[config.mk]
export PLATFORM = sky130hd
export DESIGN_NAME = frame_tx_engine
export DESIGN_NICKNAME = d
export VERILOG_FILES = /design/src/rtl/frame_tx_pkg.sv /design/src/rtl/frame_len_fifo.sv /design/src/rtl/frame_tx_engine.sv
export SDC_FILE = /design/constraint.sdc
export NUM_CORES = 2
export LEC_CHECK = 0
export BUFFER_PORTS_ARGS = -buffer_cell sky130_fd_sc_hd__buf_4
export CAP_MARGIN = 0
export CORE_MARGIN = 5
export CORE_UTILIZATION = 50
export CTS_CLUSTER_DIAMETER = 100
export DETAILED_ROUTE_END_ITERATION = 6
export PLACE_DENSITY_LB_ADDON = 0.08
export SYNTH_ARGS = -nofsm -noshare
export SYNTH_HDL_FRONTEND = slang
export SYNTH_SLANG_ARGS = --single-unit
[constraint.sdc]
create_clock -name i_clk -period 8.4 [get_ports i_clk]
set_input_delay 0.42 -clock i_clk [delete_from_list [all_inputs] [get_ports i_clk]]
set_output_delay 0.42 -clock i_clk [all_outputs]
set_load 0.01 [all_outputs]
[src/rtl/frame_tx_pkg.sv]
// Shared types and helpers for the framed serial transmitter.
// Holds the serializer state encoding, status bit positions and a constant log2.
package frame_tx_pkg;

    typedef enum logic [2:0] {
        ST_IDLE,
        ST_LOAD,
        ST_START,
        ST_DATA,
        ST_STOP,
        ST_GAP
    } tx_state_e;

    localparam int STAT_BUF_FULL  = 0;
    localparam int STAT_BUF_EMPTY = 1;
    localparam int STAT_DATA_OVF  = 2;
    localparam int STAT_FRAME_OVF = 3;
    localparam int STAT_BUSY      = 4;

    // Ceiling log2, usable in parameter and port-width expressions.
    function automatic int clog2(input int v);
        int r = 0;
        for (int i = 0; i < 31; i++) begin
            if ((1 << i) < v) r = i + 1;
        end
        return r;
    endfunction

endpackage

[src/rtl/frame_len_fifo.sv]
// Synchronous FIFO of committed frame lengths.
// Pushes when full and pops when empty are ignored.
module frame_len_fifo
    import frame_tx_pkg::*;
#(
    parameter int W     = 9,
    parameter int DEPTH = 16
) (
    input  logic                  clk_i,
    input  logic                  rst_ni,
    input  logic                  push_i,
    input  logic                  pop_i,
    input  logic [W-1:0]          data_i,
    output logic [W-1:0]          data_o,
    output logic [clog2(DEPTH):0] count_o,
    output logic                  full_o,
    output logic                  empty_o
);
    localparam int AW = clog2(DEPTH);
    localparam int CW = AW + 1;

    logic [W-1:0]  mem_q [DEPTH];
    logic [CW-1:0] wp_q, wp_d, rp_q, rp_d;
    logic          do_push, do_pop;

    assign count_o = wp_q - rp_q;
    assign full_o  = (count_o == CW'(DEPTH));
    assign empty_o = (wp_q == rp_q);
    assign do_push = push_i && !full_o;
    assign do_pop  = pop_i && !empty_o;
    assign data_o  = mem_q[rp_q[AW-1:0]];
    assign wp_d    = wp_q + CW'(do_push);
    assign rp_d    = rp_q + CW'(do_pop);

    always_ff @(posedge clk_i or negedge rst_ni) begin
        if (!rst_ni) begin
            wp_q <= '0;
            rp_q <= '0;
        end else begin
            wp_q <= wp_d;
            rp_q <= rp_d;
        end
    end

    always_ff @(posedge clk_i) begin
        if (do_push) mem_q[wp_q[AW-1:0]] <= data_i;
    end

endmodule

[src/rtl/frame_tx_engine.sv]
// Framed serial transmitter: buffered words with checkpoint/rollback, whole-frame
// commit, and a start/data/stop serializer with idle gaps between frames.
module frame_tx_engine
    import frame_tx_pkg::*;
#(
    parameter int DATA_W     = 8,
    parameter int DEPTH      = 256,
    parameter int MAX_FRAMES = 16,
    parameter int BIT_DIV    = 4,
    parameter int GAP_BITS   = 2
) (
    input  logic                       i_clk,
    input  logic                       i_rst_n,
    input  logic [DATA_W-1:0]          i_data,
    input  logic                       i_data_we,
    input  logic                       i_push_write_index,
    input  logic                       i_pop_write_index,
    input  logic                       i_push_frame,
    input  logic                       i_tx_en,
    input  logic                       i_clr_status,
    output logic [clog2(DEPTH):0]      o_data_size,
    output logic [clog2(MAX_FRAMES):0] o_frames_count,
    output logic [7:0]                 o_status,
    output logic                       o_tx,
    output logic                       o_sync
);
    localparam int ADDR_W = clog2(DEPTH);
    localparam int PTR_W  = ADDR_W + 1;
    localparam int DIV_W  = clog2(BIT_DIV) + 1;
    localparam int BC_W   = clog2(DATA_W + GAP_BITS) + 1;

    logic [DATA_W-1:0] mem [DEPTH];
    logic [PTR_W-1:0]  wr_ptr_q, wr_ptr_d, fs_q, fs_d, chk_q, chk_d, rd_ptr_q, rd_ptr_d;
    logic [PTR_W-1:0]  wr_w, chk_w, len, occ, size_q, size_d;
    logic              full, wr_ok, commit, frame_drop;
    logic              data_ovf_q, data_ovf_d, frame_ovf_q, frame_ovf_d;
    logic              q_full, q_empty, q_pop;
    logic [PTR_W-1:0]  q_len;

    tx_state_e         state_q, state_d;
    logic [DIV_W-1:0]  div_q, div_d;
    logic [BC_W-1:0]   bit_q, bit_d;
    logic [DATA_W-1:0] sh_q, sh_d;
    logic [PTR_W-1:0]  left_q, left_d;
    logic              first_q, first_d, ld_word, bit_end;

    // Same-cycle order: write, checkpoint, rollback, commit.
    always_comb begin
        occ        = wr_ptr_q - rd_ptr_q;
        full       = (occ == PTR_W'(DEPTH));
        wr_ok      = i_data_we && !full;
        wr_w       = wr_ptr_q + PTR_W'(wr_ok);
        chk_w      = i_push_write_index ? wr_w : chk_q;
        wr_ptr_d   = i_pop_write_index ? chk_w : wr_w;
        len        = wr_ptr_d - fs_q;
        commit     = i_push_frame && (len != '0) && !q_full;
        frame_drop = i_push_frame && (len != '0) && q_full;
        fs_d       = commit ? wr_ptr_d : fs_q;
        chk_d      = commit ? wr_ptr_d : chk_w;
        data_ovf_d  = (i_data_we && full) ? 1'b1 : (i_clr_status ? 1'b0 : data_ovf_q);
        frame_ovf_d = frame_drop ? 1'b1 : (i_clr_status ? 1'b0 : frame_ovf_q);
    end

    assign size_d   = size_q + (commit ? len : '0) - PTR_W'(ld_word);
    assign rd_ptr_d = rd_ptr_q + PTR_W'(ld_word);
    assign bit_end  = (div_q == DIV_W'(BIT_DIV - 1));

    frame_len_fifo #(.W(PTR_W), .DEPTH(MAX_FRAMES)) u_len_fifo (
        .clk_i   (i_clk),
        .rst_ni  (i_rst_n),
        .push_i  (commit),
        .pop_i   (q_pop),
        .data_i  (len),
        .data_o  (q_len),
        .count_o (o_frames_count),
        .full_o  (q_full),
        .empty_o (q_empty)
    );

    // A commit in this very cycle is enough to leave IDLE, so the start bit
    // lands two clocks after the push_frame strobe.
    always_comb begin
        state_d = state_q;
        div_d   = div_q;
        bit_d   = bit_q;
        sh_d    = sh_q;
        left_d  = left_q;
        first_d = first_q;
        q_pop   = 1'b0;
        ld_word = 1'b0;
        if (state_q != ST_IDLE && state_q != ST_LOAD) div_d = bit_end ? '0 : div_q + DIV_W'(1);
        case (state_q)
            ST_IDLE: if (i_tx_en && (!q_empty || commit)) state_d = ST_LOAD;
            ST_LOAD: begin
                q_pop   = 1'b1;
                ld_word = 1'b1;
                left_d  = q_len - PTR_W'(1);
                first_d = 1'b1;
                div_d   = '0;
                state_d = ST_START;
            end
            ST_START: if (bit_end) begin
                first_d = 1'b0;
                bit_d   = '0;
                state_d = ST_DATA;
            end
            ST_DATA: if (bit_end) begin
                sh_d = sh_q >> 1;
                if (bit_q == BC_W'(DATA_W - 1)) state_d = ST_STOP;
                else bit_d = bit_q + BC_W'(1);
            end
            ST_STOP: if (bit_end) begin
                if (left_q != '0) begin
                    ld_word = 1'b1;
                    left_d  = left_q - PTR_W'(1);
                    state_d = ST_START;
                end else begin
                    bit_d   = '0;
                    state_d = ST_GAP;
                end
            end
            ST_GAP: if (bit_end) begin
                if (bit_q == BC_W'(GAP_BITS - 1)) state_d = ST_IDLE;
                else bit_d = bit_q + BC_W'(1);
            end
            default: state_d = ST_IDLE;
        endcase
        if (ld_word) sh_d = mem[rd_ptr_q[ADDR_W-1:0]];
    end

    always_ff @(posedge i_clk or negedge i_rst_n) begin
        if (!i_rst_n) begin
            wr_ptr_q    <= '0;
            fs_q        <= '0;
            chk_q       <= '0;
            rd_ptr_q    <= '0;
            size_q      <= '0;
            data_ovf_q  <= 1'b0;
            frame_ovf_q <= 1'b0;
            state_q     <= ST_IDLE;
            div_q       <= '0;
            bit_q       <= '0;
            sh_q        <= '0;
            left_q      <= '0;
            first_q     <= 1'b0;
        end else begin
            wr_ptr_q    <= wr_ptr_d;
            fs_q        <= fs_d;
            chk_q       <= chk_d;
            rd_ptr_q    <= rd_ptr_d;
            size_q      <= size_d;
            data_ovf_q  <= data_ovf_d;
            frame_ovf_q <= frame_ovf_d;
            state_q     <= state_d;
            div_q       <= div_d;
            bit_q       <= bit_d;
            sh_q        <= sh_d;
            left_q      <= left_d;
            first_q     <= first_d;
        end
    end

    always_ff @(posedge i_clk) begin
        if (wr_ok) mem[wr_ptr_q[ADDR_W-1:0]] <= i_data;
    end

    // Line is decoded from registered state so reset forces it high at once.
    always_comb begin
        o_status                 = 8'h00;
        o_status[STAT_BUF_FULL]  = full;
        o_status[STAT_BUF_EMPTY] = (occ == '0);
        o_status[STAT_DATA_OVF]  = data_ovf_q;
        o_status[STAT_FRAME_OVF] = frame_ovf_q;
        o_status[STAT_BUSY]      = (state_q != ST_IDLE);
    end

    assign o_tx        = (state_q == ST_START) ? 1'b0 : ((state_q == ST_DATA) ? sh_q[0] : 1'b1);
    assign o_sync      = (state_q == ST_START) && first_q;
    assign o_data_size = size_q;

endmodule
==> impl_results.md <==
* Die footprint at 192000 um2
* Cell Area, Placed at 96100 um2
* Crit path required time at 9.13 ns
* Die width at 438 um
* Port Buf Inserts at 36
* Pwr dens at 341 nW/um2
* Worst-path clk slew at 0.06 ns
* HP Class: in2async
* Total grt overflow at 0
* Clk root buf: clkbuf_16
* Final Cell Area at 104000 um2
* Drt via density at 6.32
* Gpl congestion at 0.862
* Worst R2R Path Depth at 35
* Post-synthesis cell type with the largest combined area: edfxtp_1
* # Max-Cap Violations at 1
* Unrepaired setup endpoints after global routing: no
* # DRC at 4
* Final-report setup violation count at 0
* Part of the Yosys area used for sequential elements at 74.1%
* Die Ht at 438 um
* Synth warnings at 0
* Slew HR at -6.09%
* Fin Clk Skew at 0.0402 ns
* Most instantiated cells after synthesis: edfxtp_1 (2192), mux4_2 (434), mux2i_1 (326), nor3_1 (289), nand2_1 (183)
* Minimum clock period at 7.66 ns
* Most frequent cell after synthesis: edfxtp_1
* Outcome: finished with violations
* Syn avg cell area at 19.1 um2
* Most common cell on crit path: ha_1
* H-tree levels at 4
* Layout cell share with drive strength beyond 1 at 22.8%
* Crit share post-route at 91.2%
* Total GRT Usage at 25.5%
* Cells after synthesis at 4807
* ANT nets after route at 0
* DR pass1 iterations at 7
* Vias in the first global route at 47400
* CTS tree: yes
* Crit-path max FO at 11
* Setup TNS at 0 ns
* CTS Buffer Depth at 3
* Starting density of the core at 50.2%
* DRT Wirelength at 245000 um
* Setup CP Type: reg2reg
* Seq cells post-synth at 2278
* Ys async rst share at 3.78%
* Distinct cells, synth at 84
* Clk_lat worst skew at 0.87 ns
* Failing checks: DRC, capacitance limit, slew limit
* Nature of the critical path startpoint: register
* CTS Buf Count at 229
* Top post-synthesis cells by area: edfxtp_1 (72%), mux4_2 (11%), mux2i_1 (3.6%), dfrtp_1 (2.3%), nor3_1 (1.6%)
* Post-Syn Area at 91700 um2
* Vias at 48600
* Max Clk Rate at 131 MHz
* Final core utilization at 56.7%
* Largest net degree at the start of global routing at 130
* Flop-to-flop setup slack at 0.74 ns
* CP max-delay cell: fa_1
* Nets at 5174
* Critical R2R Launch: wr_ptr_q[1]
* FF-to-FF End: o_data_size[8]
* Worst vdd ir at 0.428 mV
* Core area at 183000 um2
* Total clock sinks at 2278
* Leak Pwr at 33.9 nW
* Nature of the critical path endpoint: register
* CP arrival at 8.39 ns
* Worst-Margin Slew at 1.58 ns
* Synth Flop Type: edfxtp_1
* CP max stage delay at 0.46 ns
* FP Rows at 157
* Area delta synth->final at 12.9%
* HPWL after detailed placement at 150000 um
* First-pass GRT wire length at 354000 um
* Final Hold Viols at 0
* Max-slew violation count at 6
* Share of the synthesized area in the top cell type at 71.8%
* Initial DRC count at 5786
* Initial antenna violation count at 10
* I/O pin count at 40
* Post-synth EDFFs at 2192
* DR WL/cell at 31.9 um
cell families (layout without fill, tap and decap cells):
logic type	after synthesis	in the layout	share of synthesized area, %
flops	2278	2278	74.1
compound gates	527	527	4.01
mux	777	777	14.4
fa+ha+maj	51	51	0.720
simple gates	747	747	3.98
other cells	1	6	0.00409
xor+xnor	45	45	0.438
buf+inv	381	869	2.30
area by class of cell:
class	instances	area, um2
Tap cell	2385	2980
Fill cell	13900	79200
Sequential cell	2278	68000
Inverter	68	265
Clock inverter	136	1260
Antenna cell	3	7.51
Multi-Input combinational cell	2150	21900
Clock buffer	285	6070
Timing Repair Buffer	380	3000
critical path, delay by kind of cell, from the launching register on:
family	cells	cell delay, ns
AO/OA/AOI/OAI	12	2.72
AND/OR/NAND/NOR	8	1.38
buffers and inverters	5	0.50
adder cells (fa/ha/maj)	7	1.96
XOR/XNOR	2	0.32
flip-flops	1	0.36
multiplexers	1	0.30
power breakdown:
part | total, mW | internal (mW) | leakage, nW | switching, mW
Clock | 9.99 | 5.74 | 3.55 | 4.25
Sequential | 13.6 | 13.3 | 20.7 | 0.270
Combinational | 11.7 | 4.37 | 9.58 | 7.29
state kept, by name, indices dropped and copies added (netlist names):
register / cells
mem: 2048
sh_q: 8
u_len_fifo.rp_q: 5
fs_q: 9
frame_ovf_q: 1
div_q: 3
data_ovf_q: 1
u_len_fifo.mem_q: 144
chk_q: 9
state_q: 3
o_data_size: 9
bit_q: 5
first_q: 1
rd_ptr_q: 9
u_len_fifo.wp_q: 5
wr_ptr_q: 9
left_q: 9
layout by cell type (no fill, tap or decap), drive strengths merged, types with 13 or more instances in the layout:
| cell | Yosys | routed |
|---|---|---|
| nor2b | 13 | 13 |
| nand2 | 183 | 183 |
| a211oi | 17 | 17 |
| clkinv | 1 | 94 |
| a2111oi | 16 | 16 |
| o22ai | 79 | 79 |
| dfrtp | 86 | 86 |
| mux2 | 17 | 17 |
| nand2b | 16 | 16 |
| nand3 | 36 | 36 |
| mux2i | 326 | 326 |
| nor3 | 289 | 289 |
| clkbuf | 140 | 289 |
| buf | 173 | 369 |
| mux4 | 434 | 434 |
| o21ai | 55 | 55 |
| inv | 67 | 78 |
| ha | 48 | 48 |
| xor2 | 13 | 13 |
| edfxtp | 2192 | 2192 |
| o221ai | 132 | 132 |
| xnor2 | 32 | 32 |
| a21oi | 126 | 126 |
| nor2 | 96 | 96 |
| bufinv | 0 | 21 |
| nor4 | 53 | 53 |
how the worst max path moves through the flow:
stage / from / endpoint / slack (ns)
floorplan: rd_ptr_q[2] / o_data_size[8] / 0.07
global placement: wr_ptr_q[1] / o_data_size[8] / 0.56
detailed placement: wr_ptr_q[1] / o_data_size[8] / 0.56
CTS: wr_ptr_q[1] / o_data_size[8] / 0.54
global route: wr_ptr_q[1] / o_data_size[8] / 0.13
finish: wr_ptr_q[1] / o_data_size[8] / 0.74
metrics by stage:
step	hold slack (ns)	power, mW	setup slack [ns]	std cells
after floorplan	0.124	21.5	0.0724	4809
after global routing	0.103	36.7	0.130	7683
after detailed placement	0.438	25.5	0.561	7254
after global placement	0.439	25.5	0.557	7254
final	0.0861	35.3	0.742	7685
after CTS	0.0298	35.5	0.542	7682
metal layers:
metal / GRT usage, % / vias up / wire (um)
met3: 4.72 / 353 / 20200
met1: 38.6 / 25700 / 106000
li1: - / 20500 / -
met4: 7.02 / 0 / 6800
met2: 38.7 / 2065 / 112000
met5: 0 / - / 0
what timing repair did:
item	CTS	global route
endpoints found under the hold margin	44	0
buffers inserted	0	0
resized for setup	0	2
endpoints found under the setup margin	0	1
hold buffers	7	0
(Power assumes the default switching activity.)
